### config.mk
export PLATFORM = sky130hd
export DESIGN_NAME = uart_cmd_tx
export DESIGN_NICKNAME = d
export VERILOG_FILES = /design/src/rtl/uart_cmd_tx.sv
export SDC_FILE = /design/constraint.sdc
export NUM_CORES = 1
export LEC_CHECK = 0
export ABC_AREA = 1
export BUFFER_PORTS_ARGS = -buffer_cell sky130_fd_sc_hd__buf_2
export CAP_MARGIN = 10
export CELL_PAD_IN_SITES_DETAIL_PLACEMENT = 1
export CELL_PAD_IN_SITES_GLOBAL_PLACEMENT = 1
export CORE_ASPECT_RATIO = 1.2
export CORE_UTILIZATION = 35
export DETAILED_ROUTE_END_ITERATION = 10
export HOLD_SLACK_MARGIN = 0.15
export PLACE_DENSITY = 0.79
export RECOVER_POWER = 50
export SYNTH_ARGS = -nofsm -noshare
export SYNTH_HDL_FRONTEND = slang
export SYNTH_SLANG_ARGS = --single-unit
export TNS_END_PERCENT = 5
### constraint.sdc
create_clock -name clk -period 1.5 [get_ports clk]
set_input_delay 0.075 -clock clk [delete_from_list [all_inputs] [get_ports clk]]
set_output_delay 0.075 -clock clk [all_outputs]
set_load 0.01 [all_outputs]
### src/rtl/uart_cmd_tx.sv
// uart_cmd_tx: serializes a 16-bit command as back-to-back 8N1 UART frames.
// Bytes go out high byte first, and each byte goes out LSB first.
// Optional feature macro: UART_CMD_CKSUM_EN adds a third frame that carries
// cmd[15:8] ^ cmd[7:0]. With the macro undefined, exactly two frames are sent.
//
//   state | meaning
//   IDLE  | line high; waiting for snd_cmd
//   XMIT  | shifting frames out, one bit every BAUD_DIV cycles
//   DONE  | single cycle; raises cmd_sent, then returns to IDLE
module uart_cmd_tx #(
  parameter int BAUD_DIV = 2604
) (
  input  logic        clk,
  input  logic        rst,
  input  logic [15:0] cmd,
  input  logic        snd_cmd,
  output logic        TX,
  output logic        busy,
  output logic        cmd_sent
);

  typedef enum logic [1:0] {
    IDLE = 2'd0,
    XMIT = 2'd1,
    DONE = 2'd2
  } state_t;

  localparam logic [11:0] BAUD_LAST = 12'(BAUD_DIV - 1);
  localparam logic [3:0]  BIT_LAST  = 4'd9;
`ifdef UART_CMD_CKSUM_EN
  localparam logic [1:0]  LAST_IDX  = 2'd2;
`else
  localparam logic [1:0]  LAST_IDX  = 2'd1;
`endif

  state_t      state_q, state_d;
  logic [15:0] hold_q, hold_d;
  logic [9:0]  shift_q, shift_d;
  logic [11:0] baud_q, baud_d;
  logic [3:0]  bit_q, bit_d;
  logic [1:0]  idx_q, idx_d;
  logic        busy_q, busy_d;
  logic        sent_q, sent_d;

  logic [1:0]  next_idx;
  logic [7:0]  next_byte;
  logic        baud_tc;
  logic        frame_end;

  assign baud_tc   = (baud_q == BAUD_LAST);
  assign frame_end = (bit_q == BIT_LAST);

  // Pick the byte that follows the frame now in flight, taken from the holding register.
  always_comb begin
    next_idx = idx_q + 2'd1;
    case (next_idx)
      2'd1:    next_byte = hold_q[7:0];
`ifdef UART_CMD_CKSUM_EN
      2'd2:    next_byte = hold_q[15:8] ^ hold_q[7:0];
`endif
      default: next_byte = hold_q[15:8];
    endcase
  end

  // Next-state logic. The shifter always refills with 1s, so once the last
  // stop bit has gone out, the line sits high without any extra muxing.
  always_comb begin
    state_d = state_q;
    hold_d  = hold_q;
    shift_d = shift_q;
    baud_d  = baud_q;
    bit_d   = bit_q;
    idx_d   = idx_q;
    busy_d  = busy_q;
    sent_d  = sent_q;

    case (state_q)
      IDLE: begin
        if (snd_cmd) begin
          hold_d  = cmd;
          shift_d = {1'b1, cmd[15:8], 1'b0};
          baud_d  = '0;
          bit_d   = '0;
          idx_d   = '0;
          busy_d  = 1'b1;
          sent_d  = 1'b0;
          state_d = XMIT;
        end
      end

      XMIT: begin
        if (baud_tc) begin
          baud_d = '0;
          if (frame_end) begin
            bit_d = '0;
            if (idx_q != LAST_IDX) begin
              // Start bit of the next frame follows the stop bit directly.
              shift_d = {1'b1, next_byte, 1'b0};
              idx_d   = next_idx;
            end else begin
              shift_d = '1;
              busy_d  = 1'b0;
              state_d = DONE;
            end
          end else begin
            shift_d = {1'b1, shift_q[9:1]};
            bit_d   = bit_q + 4'd1;
          end
        end else begin
          baud_d = baud_q + 12'd1;
        end
      end

      DONE: begin
        sent_d  = 1'b1;
        idx_d   = '0;
        state_d = IDLE;
      end

      default: begin
        state_d = IDLE;
      end
    endcase
  end

  // State and datapath registers. A synchronous reset drives the line high on the next edge.
  always_ff @(posedge clk) begin
    if (rst) begin
      state_q <= IDLE;
      hold_q  <= '0;
      shift_q <= '1;
      baud_q  <= '0;
      bit_q   <= '0;
      idx_q   <= '0;
      busy_q  <= 1'b0;
      sent_q  <= 1'b0;
    end else begin
      state_q <= state_d;
      hold_q  <= hold_d;
      shift_q <= shift_d;
      baud_q  <= baud_d;
      bit_q   <= bit_d;
      idx_q   <= idx_d;
      busy_q  <= busy_d;
      sent_q  <= sent_d;
    end
  end

  assign TX       = shift_q[0];
  assign busy     = busy_q;
  assign cmd_sent = sent_q;

`ifndef SYNTHESIS
  // Counters never pass their terminal values, and the line is high whenever the FSM is idle.
  a_baud_range: assert property (@(posedge clk) disable iff (rst) baud_q <= BAUD_LAST);
  a_bit_range:  assert property (@(posedge clk) disable iff (rst) bit_q <= BIT_LAST);
  a_idle_high:  assert property (@(posedge clk) disable iff (rst) (state_q == IDLE) |-> TX);
`endif

endmodule

[Yosys cells after proc, flatten, opt, wreduce, memory -nomap -nowiden]
Cells that the tools add are included.
Storage, ports and cells
  flip-flop bits (word level): 48
  word-level logic and storage cells: 63
Cells by class
  $add $sub $neg: 3
  multiplexer cells: 30
  reductions and logical operators: 11
  eq/ne operators: 11
Operators with widths (count)
  $mux W10: 3
  $mux W12: 2
  $pmux W12 S2: 1
  $pmux W10 S2: 1
  $mux W2: 8
  $add A12 B1 Y12 const B: 1
  $eq A12 B12 Y1 const B: 1
  $mux W4: 3
  $ne A2 B2 Y1 const B: 5
  $reduce_and A5 Y1: 2
  $mux W9: 1
  $mux W8: 1
  $pmux W4 S2: 1
  $pmux W2 S3: 1
  $reduce_and A2 Y1: 3
  $mux W1: 5
  $add A4 B1 Y4 const B: 1
  $eq A2 B1 Y1 const B: 2
  $eq A4 B4 Y1 const B: 1
  $pmux W1 S2: 2
  $pmux W2 S2: 1
  $reduce_and A4 Y1: 1
  $reduce_bool A2 Y1: 2
  $reduce_and A3 Y1: 1
  5 further kinds: 5

[Logic depth before layout (Yosys ltp)]
Gate-level depths: netlist (run 1).
  depth after elaboration: 7
  gate-level depth with buffers: 10
  depth with buffers taken out: 9

[Worst setup path before layout (run 1)]
No wires, ideal clock.
  path kind: register to register
  start: register baud_q[0]
  end: register shift_q[1]
  setup slack: 0.073 ns
  setup time: 0.115 ns
  period minus slack after synthesis: 1.427 ns
  data arrival time: 1.312 ns
  cell stages (with the launch flop): 10
  path through: dfxtp_1 -> ha_1 -> nand2_1 -> nor2_2 -> nand3_4 -> nand2_8 -> nand2_8 -> buf_6 -> a21oi_2 -> nand2_1
Between the ends
  cells in the longest elaborated chain, start to end: 3
RTL lines
  start, declared: RTL line 39  | logic [11:0] baud_q, baud_d;
  start signal, assigned: RTL line 141  | baud_q <= baud_d;
  $eq A12 B12 Y1: RTL line 50  | assign baud_tc = (baud_q == BAUD_LAST);
  $ne A2 B2 Y1 (no line)
  $reduce_and A3 Y1 (no line)
  end signal, assigned: RTL line 140  | shift_q <= shift_d;
  end, declared: RTL line 38  | logic [9:0] shift_q, shift_d;
No other way between the ends.
A chain may end at the register's enable or synchronous reset.

[Worst setup path after layout (run 1)]
  start: register idx_q[1]
  end: register idx_q[1]
Between the ends
  cells in the longest elaborated chain, start to end: 5
  elaborated cells on any way between the ends: 8
  classes of those cells: add/sub (1); eq/ne (2); mux (4); reduce/logical (1)
RTL lines
  start, declared: RTL line 41  | logic [1:0] idx_q, idx_d;
  start signal, assigned: RTL line 143  | idx_q <= idx_d;
  $add A2 B1 Y2: RTL line 55  | next_idx = idx_q + 2'd1;
  $mux W2: RTL line 96  | if (idx_q != LAST_IDX) begin
  $mux W2: RTL line 94  | if (frame_end) begin
  $mux W2: RTL line 92  | if (baud_tc) begin
  $pmux W2 S3: RTL line 77  | case (state_q)
Several ways; a longest one is shown, not always the timed one. The select of a mux whose other input is x is not followed.

==> results of run 1 <==
-- state kept, by name (all words and copies together), names as in the netlist --
name	flops
hold_q	16
busy	1
state_q	2
cmd_sent	1
idx_q	2
bit_q	4
shift_q	9
baud_q	12
-- per-stage QoR --
stage	TNS, ns	setup slack (ns)	cells	utilization (%)
after floorplan	0	0.0732	354	-
after global placement	-0.0466	-0.0146	463	40.0
after detailed placement	-0.826	-0.0724	463	40.0
after CTS	-0.251	-0.0423	487	43.9
after global routing	-0.437	-0.0689	494	45.9
final	0	0.0349	494	45.9
-- final timing paths --
| path | end | slack [ns] | depth (start not counted) |
|---|---|---|---|
| min | busy | 0.22 | 5 |
| max reg2reg | idx_q[1] | 0.03 | 10 |
| min reg2reg | hold_q[11] | 0.46 | 2 |
| max | idx_q[1] | 0.03 | 10 |
-- worst min-delay path, delay by kind of cell --
| kind | cells | cell delay [ns] |
|---|---|---|
| buffers and inverters | 3 | 0.27 |
| and+or+nand+nor | 1 | 0.07 |
| AOI/OAI and AO/OA | 1 | 0.06 |
-- metal layers --
| metal | wire length [microns] | vias to the layer above | track usage, % |
|---|---|---|---|
| li1 | - | 1245 | - |
| met3 | 232 | 9 | 3.30 |
| met4 | 99 | 0 | 5.30 |
| met1 | 3020 | 1209 | 22.9 |
| met5 | 0 | - | 0 |
| met2 | 3810 | 40 | 41.2 |
-- repair_timing --
item / CTS / global route
hold buffers: 17 / 0
hold endpoints to repair: 19 / 0
pin swaps: 0 / 10
resized for setup: 5 / 27
endpoints found under the setup margin: 24 / 30
setup buffers: 0 / 7
-- cell type report --
type	instances	area (sq um)
clock buffer	6	82.6
clock inverter	1	5.00
fill	902	3710
inverter	38	159
multi-input combinational	255	1390
sequential	47	948
tap	87	109
timing repair buffer	60	449
-- cell families (layout without fill, tap and decap cells) --
family	count (synthesis)	in the layout	synth area share [%]
xor gates and xnor gates	2	2	0.705
adders and majority gates	5	5	2.52
DFF	47	47	37.9
and+or+nand+nor	164	164	31.2
buffers and inverters	52	105	9.31
AOI/OAI and AO/OA	84	84	18.4
-- cell usage in the layout, fill, tap and decap left out, types with 5 or more instances in the layout --
| cell | Yosys | layout |
|---|---|---|
| clkbuf_8 | 0 | 6 |
| inv_1 | 32 | 30 |
| a21oi_2 | 7 | 7 |
| nand3_1 | 20 | 19 |
| a21oi_1 | 36 | 36 |
| buf_2 | 7 | 18 |
| o21ai_0 | 37 | 34 |
| nand4_1 | 5 | 5 |
| nand2_1 | 73 | 71 |
| buf_4 | 2 | 20 |
| nor2_2 | 4 | 7 |
| nor2_1 | 46 | 43 |
| dfxtp_1 | 47 | 43 |
| dlygate4sd3_1 | 0 | 17 |
-- power groups by stage --
stage	clock [W]	combinational, W	sequential, W
floorplan	0	0.000353	0.00140
global placement	0	0.000485	0.00141
detailed placement	0	0.000503	0.00141
CTS	0.000816	0.000547	0.00139
global route	0.000871	0.000636	0.00140
finish	0.000806	0.000566	0.00139
==> metrics.md, run 1 <==
| Metric | Value |
|---|---|
| Worst reg2reg path startpoint | `idx_q[1]` |
| Commonest register cell after synthesis | `dfxtp_1` |
| Routed wire per std cell | `14.5 microns` |
| DPL Wire Length | `4860 microns` |
| Switching power summed over all nets | `0.000838 W` |
| Initial antenna violation count | `0` |
| Setup CP Type | `flop to flop` |
| Total routing usage reported by global routing | `20.9%` |
| Reported max-cap violation count | `0` |
| Area Overhead vs Synth | `26.5%` |
| Asr flop ratio synth | `0%` |
| Number of buffer and inverter stages on the critical path | `4` |
| Vias in the first global route | `2,660` |
| Pint | `0.00193 W` |
| Initial DRC Count | `91` |
| Mapped Nets | `378` |
| Top post-synthesis cells by count | `nand2_1 (73), dfxtp_1 (47), nor2_1 (46), o21ai_0 (37), a21oi_1 (36)` |
| Global-route wire length before repair | `12,100 microns` |
| Die Width | `78.9 microns` |
| EDFF count, synth | `0` |
| Cell count after synthesis | `354` |
| Detailed-route via count | `2,503` |
| Floorplan core area | `6850 sq um` |
| Num Clock Sinks | `47` |
| Placer congestion estimate | `0.769` |
| Final setup violation count | `0` |
| Post-CTS clock slew at the launch and capture registers of the worst setup and hold paths | `0.09 ns` |
| Unrepaired setup endpoints after global routing | `true` |
| Slew Viols, Final | `0` |
| CTS tree | `built` |
| Post-route ant nets | `0` |
| H-tree depth | `2` |
| Post-detailed-route DRC marker count | `0` |
| Ranking of synthesized cells by area | `dfxtp_1 (38%), nand2_1 (11%), o21ai_0 (7.5%), a21oi_1 (7.3%), nor2_1 (6.9%)` |
| Power per cell area | `879 nW/um^2` |
| Post-synth top area cell | `dfxtp_1` |
| Rows | `33` |
| Summed instance area of the synthesized netlist | `2480 sq um` |
| Switching share of power | `30.3%` |
| Number of library cell types mapped by synthesis | `31` |
| Sequential share of power | `50.4%` |
| Cell seen most often among critical-path stages | `inv_1` |
| Hold/Removal Path Class | `input pin to flop` |
| Hold Fails Final Rpt | `0` |
| Avg Inst Size Synth | `7.02 sq um` |
| Share of power burned in combinational logic | `20.5%` |
| Worst slew margin relative to its limit | `73.6%` |
| Result of the run | `finished clean` |
| Antenna cell count | `0` |
| Static leakage power | `1.27 nW` |
| Largest fanout on the critical path | `4` |
| Part of the total power dissipated in the clock network | `29.2%` |
| Cell Area, Placed | `2740 sq um` |
| Top achievable clock speed | `683 MHz` |
| Hold_ws | `0.223 ns` |
| Largest delay share family, worst path | `simple AND/OR/NAND/NOR gates` |
| Clock period minus final worst setup slack | `1.47 ns` |
| Cell at the slowest stage of the critical path | `dfxtp_2` |
| Portion of the clock cycle consumed by the worst path in the final layout | `97.7%` |
| Category of the worst setup path launch point | `flop` |
| Slowest cell delay on critical path | `0.34 ns` |
| Kind of end point of the critical path | `flop` |
| Final Total Pwr | `0.00276 W` |
| Count of input and output buffers | `21` |
| List of cells traversed by the critical path | `inv_1 -> buf_4 -> ha_4 -> inv_4 -> nand2_2 -> o21ai_4 -> nand3_1 -> nand2_1 -> inv_1 -> nor2_1` |
| Sequential fraction of the synthesis area | `37.9%` |
| Hold path start | `snd_cmd` |
| Detailed-route vias per instance | `5.07` |
| Beginning of the critical path | `idx_q[1]` |
| Area share of the leading cell type in the synthesized netlist | `37.9%` |
| Count of TritonRoute iterations in the first routing pass | `4` |
| CTS max path bufs | `2` |
| Measured slew at the worst slew-check pin | `0.396 ns` |
| Fraction of final layout cells sized beyond drive strength 1 | `23.8%` |
| Starting Density | `36.3%` |
| Root Buffer Master | `clkbuf_8` |
| Post-detailed-routing wire length | `7160 microns` |
| Clock latency on the worst-skew pair | `0.31 ns` |
| Top-count cell post-synth | `nand2_1` |
| Count of pins on the block boundary | `22` |
| Overall die height | `94.3 microns` |
| Overflow left after global routing | `0` |
| Pin count of the biggest net entering global routing | `26` |
| Warning count from the yosys run | `0` |
| Layout net count | `431` |
| Data arrival time of the worst path | `1.69 ns` |
| Die Area | `7440 sq um` |
| Fin area | `3140 sq um` |
| Largest vdd supply drop | `426 uV` |
| Number of flip-flops and latches in the synthesized netlist | `47` |
| Clock tree skew after final layout | `0.00854 ns` |
| Required time at the endpoint of the critical path | `1.73 ns` |
| TritonCTS Buffers | `5` |
No activity file was read; power rests on OpenSTA's default activity.
==> run 2, diff against run 1 <==
--- a/config.mk
+++ b/config.mk
@@ -8,14 +8,11 @@
 export ABC_AREA = 1
 export BUFFER_PORTS_ARGS = -buffer_cell sky130_fd_sc_hd__buf_2
 export CAP_MARGIN = 10
-export CELL_PAD_IN_SITES_DETAIL_PLACEMENT = 1
-export CELL_PAD_IN_SITES_GLOBAL_PLACEMENT = 1
 export CORE_ASPECT_RATIO = 1.2
 export CORE_UTILIZATION = 35
 export DETAILED_ROUTE_END_ITERATION = 10
 export HOLD_SLACK_MARGIN = 0.15
-export PLACE_DENSITY = 0.79
-export RECOVER_POWER = 50
+export PLACE_DENSITY = 0.63
 export SYNTH_ARGS = -nofsm -noshare
 export SYNTH_HDL_FRONTEND = slang
 export SYNTH_SLANG_ARGS = --single-unit
==> run 2 against run 1 <==
Effect of this change: clock power is 18% higher; fmax rose by 1.5%; largest power group unchanged; critical endpoint is now baud_q[0]; global-route usage shrank 3.6 points; final area shrank 1.0%; clock skew is 0.0027 ns lower; first-iteration DRC count decreased by 27%; critical path depth fell by 3; via count down 4.4%.
==> metrics.md, run 2 (synthesis results as in run 1) <==
| Metric | Value |
|---|---|
| Hold path start | `rst` |
| Layout net count | `426 (-1.2%)` |
| Data arrival time of the worst path | `1.65 ns (-0.04 ns)` |
| Slew Viols, Final | `0 (unchanged)` |
| Top achievable clock speed | `693 MHz (+1.5%)` |
| Clock tree skew after final layout | `0.00584 ns (-0.00270 ns)` |
| Routed wire per std cell | `12.3 microns (-15%)` |
| Count of TritonRoute iterations in the first routing pass | `5 (+1)` |
| Register ranked first by flip-flop count | `hold_q` |
| Worst slew margin relative to its limit | `79.4% (+5.8 points)` |
| Setup CP Type | `flop to flop` |
| Required time at the endpoint of the critical path | `1.70 ns (-0.03 ns)` |
| Post-detailed-routing wire length | `6030 microns (-16%)` |
| Worst reg2reg path startpoint | `baud_q[1]` |
| Die Width | `78.9 microns (unchanged)` |
| Clock latency on the worst-skew pair | `0.31 ns (about the same)` |
| Unrepaired setup endpoints after global routing | `true` |
| Met1 global-route usage | `19.6% (-3.3 points)` |
| Num Clock Sinks | `47 (unchanged)` |
| Cell Area, Placed | `2730 sq um (-0.46%)` |
| Portion of the clock cycle consumed by the worst path in the final layout | `96.2% (-1.5 points)` |
| Clock period minus final worst setup slack | `1.44 ns (-0.0222 ns)` |
| Measured slew at the worst slew-check pin | `0.309 ns (-0.0870 ns)` |
| Kind of end point of the critical path | `flop` |
| Number of buffer and inverter stages on the critical path | `1 (-3)` |
| Category of the worst setup path launch point | `flop` |
| FILL cells | `719 (-20%)` |
| Largest registers | `hold_q x16, baud_q x12, shift_q x9` |
| Beginning of the critical path | `baud_q[1]` |
| Hold_ws | `0.239 ns (+0.0162 ns)` |
| Final setup violation count | `0 (unchanged)` |
| Highest-count cells in the layout ignoring fill and taps | `nand2_1 (72), nor2_1 (44), dfxtp_1 (44), o21ai_0 (36), a21oi_1 (36)` |
| Detailed-route vias per instance | `4.88 (-3.7%)` |
| Pin count of the biggest net entering global routing | `30 (+15%)` |
| Reported max-cap violation count | `0 (unchanged)` |
| Antenna cell count | `0 (unchanged)` |
| Hold/Removal Path Class | `input pin to flop` |
| Total routing usage reported by global routing | `17.3% (-3.6 points)` |
| GR Layer Usage met3 | `3.79% (+0.49 points)` |
| Area taken by multi-input logic gates | `1390 sq um (-0.36%)` |
| CTS max path bufs | `2 (unchanged)` |
| Hold Fails Final Rpt | `0 (unchanged)` |
| Post-CTS clock slew at the launch and capture registers of the worst setup and hold paths | `0.09 ns (about the same)` |
| CTS tree | `built` |
| Area Overhead vs Synth | `25.2%` |
| Slowest cell delay on critical path | `0.38 ns (+0.04 ns)` |
| Cell at the slowest stage of the critical path | `dfxtp_4` |
| Post-route ant nets | `0 (unchanged)` |
| List of cells traversed by the critical path | `ha_4 -> nand2_4 -> nor2_4 -> nand3_4 -> nand2_8 -> clkinvlp_4 -> o21a_1` |
| H-tree depth | `2 (unchanged)` |
| Initial antenna violation count | `0 (unchanged)` |
| M2 GR Usage | `32.3% (-8.8 points)` |
| Count of pins on the block boundary | `22 (unchanged)` |
| Largest vdd supply drop | `552 uV (+30%)` |
| Most Used Layer, Global Route | `met2` |
| Largest fanout on the critical path | `7 (+3)` |
| TritonCTS Buffers | `5 (unchanged)` |
| Overall die height | `94.3 microns (unchanged)` |
| Vias in the first global route | `2,339 (-12%)` |
| Fin area | `3110 sq um (-1.0%)` |
| Summed negative setup slack over all endpoints | `0 ns (unchanged)` |
| Fraction of final layout cells sized beyond drive strength 1 | `23.6% (-0.26 points)` |
| Post-detailed-route DRC marker count | `0 (unchanged)` |
| Starting Density | `36.3% (unchanged)` |
| Global-route wire length before repair | `10,100 microns (-16%)` |
| Register-to-register path setup slack | `0.06 ns (+0.02 ns)` |
| Most frequent standard cell in the layout excluding fill and tap cells | `nand2_1` |
| Root Buffer Master | `clkbuf_8` |
| Initial DRC Count | `66 (-27%)` |
| Final core utilization | `45.4% (-0.47 points)` |
| Rows | `33 (unchanged)` |
| Static leakage power | `1.26 nW (-0.62%)` |
| Power per cell area | `922 nW/um^2 (+4.9%)` |
| Count of input and output buffers | `21 (unchanged)` |
| Die Area | `7440 sq um (unchanged)` |
| Detailed-route via count | `2,392 (-4.4%)` |
| DPL Wire Length | `4100 microns (-16%)` |
| Overflow left after global routing | `0 (unchanged)` |
| Area used by sequential logic in the layout | `947 sq um (-0.13%)` |
| Largest delay share family, worst path | `simple AND/OR/NAND/NOR gates` |
| Placer congestion estimate | `0.805 (+4.7%)` |
| Final Total Pwr | `0.00287 W (+3.8%)` |
| Max reg flops | `16 (unchanged)` |
| Floorplan core area | `6850 sq um (unchanged)` |
| Result of the run | `finished clean` |
==> run 2: cell types whose count changed in the layout (fill, tap and decap cells not counted), moves of 2 or more <==
| cell | before | now |
|---|---|---|
| buf_2 | 18 | 21 |
| buf_4 | 20 | 18 |
| clkbuf_1 | 3 | 0 |
| inv_2 | 4 | 6 |
| nor2_2 | 7 | 5 |
| o21ai_0 | 34 | 36 |
| o21ai_1 | 3 | 1 |
==> run 2: area by class of cell <==
type,instances,share of cell area [%]
sequential,47,30.5
clock inverter,3,1.41
tap,87,3.50
clock buffer,5,2.21
inverter,38,5.03
timing repair buffer,55,12.9
multi-input combinational,255,44.5
==> run 2: final timing paths <==
path,to,depth (start not counted)
worst min-delay path,cmd_sent,3
worst max-delay path,baud_q[0],7
worst min register to register,hold_q[12],2
worst max register to register,baud_q[0],7
==> run 2: timing repair <==
item | 4_1_cts | 5_1_grt
setup buffers | 0 | 3
hold endpoints to repair | 19 | 0
setup endpoints to repair | 17 | 27
hold buffers | 16 | 0
pin swaps | 0 | 7
gates resized for setup | 5 | 20
==> run 2: power breakdown <==
group          switching [W]  leakage (nW)  internal, W
clock network       0.000452        0.0581     0.000497
logic               0.000320         0.814     0.000214
registers          0.0000539         0.388      0.00133
==> run 2: metrics by stage <==
| stage | setup WS [ns] | instances |
|---|---|---|
| finish | 0.0571 | 490 |
| floorplan | 0.0732 | 354 |
| global placement | -0.0345 | 463 |
| CTS | -0.0307 | 487 |
| detailed placement | -0.0692 | 463 |
| global route | -0.0257 | 490 |
==> run 2: worst reg2reg max path, cell delays in order, from the launching register on <==
cell and delay (ns):
dfxtp_4 0.38, ha_4 0.15, nand2_4 0.06, nor2_4 0.14, nand3_4 0.11, nand2_8 0.12
clkinvlp_4 0.17, o21a_1 0.22
==> run 2: layer usage <==
metal | vias up | share of wire (%)
met1 | 1112 | 44
met5 | - | 0
met4 | 0 | 1.5
li1 | 1236 | -
met2 | 37 | 51
met3 | 7 | 3.4
==> run 3, diff against run 2 <==
--- a/config.mk
+++ b/config.mk
@@ -9,10 +9,10 @@
 export BUFFER_PORTS_ARGS = -buffer_cell sky130_fd_sc_hd__buf_2
 export CAP_MARGIN = 10
 export CORE_ASPECT_RATIO = 1.2
-export CORE_UTILIZATION = 35
+export CORE_UTILIZATION = 53
 export DETAILED_ROUTE_END_ITERATION = 10
 export HOLD_SLACK_MARGIN = 0.15
-export PLACE_DENSITY = 0.63
+export PLACE_DENSITY = 0.85
 export SYNTH_ARGS = -nofsm -noshare
 export SYNTH_HDL_FRONTEND = slang
 export SYNTH_SLANG_ARGS = --single-unit
==> run 3 against run 2 <==
Effect of this change: sequential power barely moved; critical path depth unchanged; register-to-register slack barely moved; fmax is 0.17% lower; final area down 3.7%; largest cell class unchanged; worst hold slack got worse by 0.046 ns; sequential share of layout area grew 1.0 points; clock power fell by 18%.
==> metrics.md, run 3 (synthesis results as in run 1) <==
| Metric | Value |
|---|---|
| Result of the run | `finished clean` |
| Placer congestion estimate | `0.895 (+11%)` |
| Initial DRC Count | `249 (+280%)` |
| Largest fanout on the critical path | `5 (-2)` |
| Layout net count | `421 (-1.2%)` |
| Rows | `26 (-21%)` |
| DPL Wire Length | `3900 microns (-4.8%)` |
| Setup CP Type | `flop to flop` |
| Initial antenna violation count | `0 (unchanged)` |
| Top achievable clock speed | `692 MHz (-0.17%)` |
| Portion of the clock cycle consumed by the worst path in the final layout | `96.4% (+0.17 points)` |
| Die Area | `4970 sq um (-33%)` |
| Largest delay share family, worst path | `simple AND/OR/NAND/NOR gates` |
| Root Buffer Master | `clkbuf_8` |
| Category of the worst setup path launch point | `flop` |
| Starting Density | `56.6% (+20 points)` |
| Clock period minus final worst setup slack | `1.45 ns (+0.00251 ns)` |
| Post-CTS Repair Setup Buffers | `0 (unchanged)` |
| Power per cell area | `903 nW/um^2 (-2.1%)` |
| Data arrival time of the worst path | `1.65 ns (about the same)` |
| Area taken by multi-input logic gates | `1360 sq um (-1.7%)` |
| Hold/Removal Path Class | `input pin to flop` |
| List of cells traversed by the critical path | `inv_1 -> ha_2 -> nand3_4 -> nor2_1 -> nand2_1 -> or2_2 -> nor2_1` |
| Global-route wire length before repair | `9670 microns (-4.4%)` |
| CTS max path bufs | `2 (unchanged)` |
| Area Overhead vs Synth | `20.5%` |
| Number of buffer and inverter stages on the critical path | `1 (unchanged)` |
| Slowest cell delay on critical path | `0.32 ns (-0.06 ns)` |
| Slack of the critical path | `0.0546 ns (-0.00251 ns)` |
| Measured slew at the worst slew-check pin | `0.387 ns (+0.0777 ns)` |
| Required time at the endpoint of the critical path | `1.71 ns (about the same)` |
| Num Clock Sinks | `47 (unchanged)` |
| Slew Viols, Final | `0 (unchanged)` |
| Count of input and output buffers | `21 (unchanged)` |
| Vias in the first global route | `2,282 (-2.4%)` |
| Count of TritonRoute iterations in the first routing pass | `4 (-1)` |
| Number of cells in the finished layout apart from fillers | `453 (-7.6%)` |
| TritonCTS Buffers | `5 (unchanged)` |
| Final setup violation count | `0 (unchanged)` |
| Max reg flops | `16 (unchanged)` |
| Detailed-route via count | `2,433 (+1.7%)` |
| Kind of end point of the critical path | `flop` |
| Post-CTS clock slew at the launch and capture registers of the worst setup and hold paths | `0.09 ns (about the same)` |
| Die Width | `64.5 microns (-18%)` |
| Post-route ant nets | `0 (unchanged)` |
| Overflow left after global routing | `0 (unchanged)` |
| Total routing usage reported by global routing | `24.9% (+7.6 points)` |
| Highest-count cells in the layout ignoring fill and taps | `nand2_1 (73), nor2_1 (46), dfxtp_1 (45), o21ai_0 (36), a21oi_1 (36)` |
| Clock tree skew after final layout | `0.0103 ns (+0.00449 ns)` |
| Final Total Pwr | `0.00270 W (-5.7%)` |
| Clock latency on the worst-skew pair | `0.30 ns (about the same)` |
| Static leakage power | `1.22 nW (-3.2%)` |
| Post-place setup slack | `-0.0311 ns (+0.0381 ns)` |
| CTS tree | `built` |
| Overall die height | `77.0 microns (-18%)` |
| Cell seen most often among critical-path stages | `nor2_1` |
| Register-to-register path setup slack | `0.05 ns (about the same)` |
| Reported max-cap violation count | `0 (unchanged)` |
| Largest vdd supply drop | `436 uV (-21%)` |
| Detailed-route vias per instance | `5.37 (+10%)` |
| Most frequent standard cell in the layout excluding fill and tap cells | `nand2_1` |
| Fraction of final layout cells sized beyond drive strength 1 | `20.9% (-2.7 points)` |
| Largest registers | `hold_q x16, baud_q x12, shift_q x9` |
| Count of pins on the block boundary | `22 (unchanged)` |
| FILL cells | `342 (-52%)` |
| Antenna cell count | `0 (unchanged)` |
| Worst slew margin relative to its limit | `74.2% (-5.2 points)` |
| Register ranked first by flip-flop count | `hold_q` |
| Area used by sequential logic in the layout | `943 sq um (-0.40%)` |
| Post-detailed-routing wire length | `5930 microns (-1.6%)` |
| Floorplan core area | `4390 sq um (-36%)` |
| Post-detailed-route DRC marker count | `0 (unchanged)` |
| Routed wire per std cell | `13.1 microns (+6.4%)` |
| Cell at the slowest stage of the critical path | `dfxtp_1` |
| Hold_ws | `0.193 ns (-0.0462 ns)` |
| Hold Fails Final Rpt | `0 (unchanged)` |
| Pin count of the biggest net entering global routing | `26 (-13%)` |
| H-tree depth | `2 (unchanged)` |
| Post-placement cell count | `430 (-7.1%)` |
## run 3: cell count changes in the layout (fill, tap and decap cells not counted), sizes merged
cell | before | now
buf | 39 | 34
bufinv | 1 | 0
clkbuf | 5 | 6
clkinvlp | 1 | 0
## run 3: where the power goes
group / internal (W) / total, W / switching (W)
registers: 0.00133 / 0.00139 / 0.0000550
logic: 0.000216 / 0.000538 / 0.000321
clock network: 0.000362 / 0.000778 / 0.000416
total: 0.00191 / 0.00270 / 0.000792
## run 3: final timing paths
check	startpoint	endpoint	cells past startpoint
max	bit_q[1]	state_q[1]	7
min	rst	shift_q[0]	3
max reg2reg	bit_q[1]	state_q[1]	7
min reg2reg	hold_q[13]	hold_q[13]	2
## run 3: tightest hold or removal path, stage by stage
cell and delay (ns):
buf_2 0.09, inv_1 0.17, nand3_1 0.13
## run 3: what timing repair did
item / 4_1_cts / 5_1_grt
resized for setup: 6 / 11
gates cloned: 0 / 0
hold buffers: 16 / 0
setup endpoints to repair: 12 / 26
hold endpoints to repair: 21 / 0
pin swaps: 0 / 1
## run 3: through the flow
step	utilization, %	area (sq um)	setup TNS (ns)
floorplan	-	2480	0
CTS	67.2	2950	0
global route	68.2	3000	-0.00460
finish	68.2	3000	0
detailed placement	61.2	2690	-0.154
global placement	61.2	2690	-0.0224
## run 3: metal layers
layer / track usage [%] / wire (microns) / up-vias
met2: 44.6 / 2970 / 88
met5: 0 / 0 / -
met1: 27.8 / 2410 / 1102
li1: - / - / 1229
met4: 11.6 / 167 / 0
met3: 4.61 / 381 / 14
## run 3: layout make-up
cell class                 count  area share [%]
clock buffer                   6            2.76
clock inverter                 1           0.167
inverter                      38            5.26
multi-input combinational    255            45.4
sequential                    47            31.5
tap                           56            2.34
timing repair buffer          50            12.5
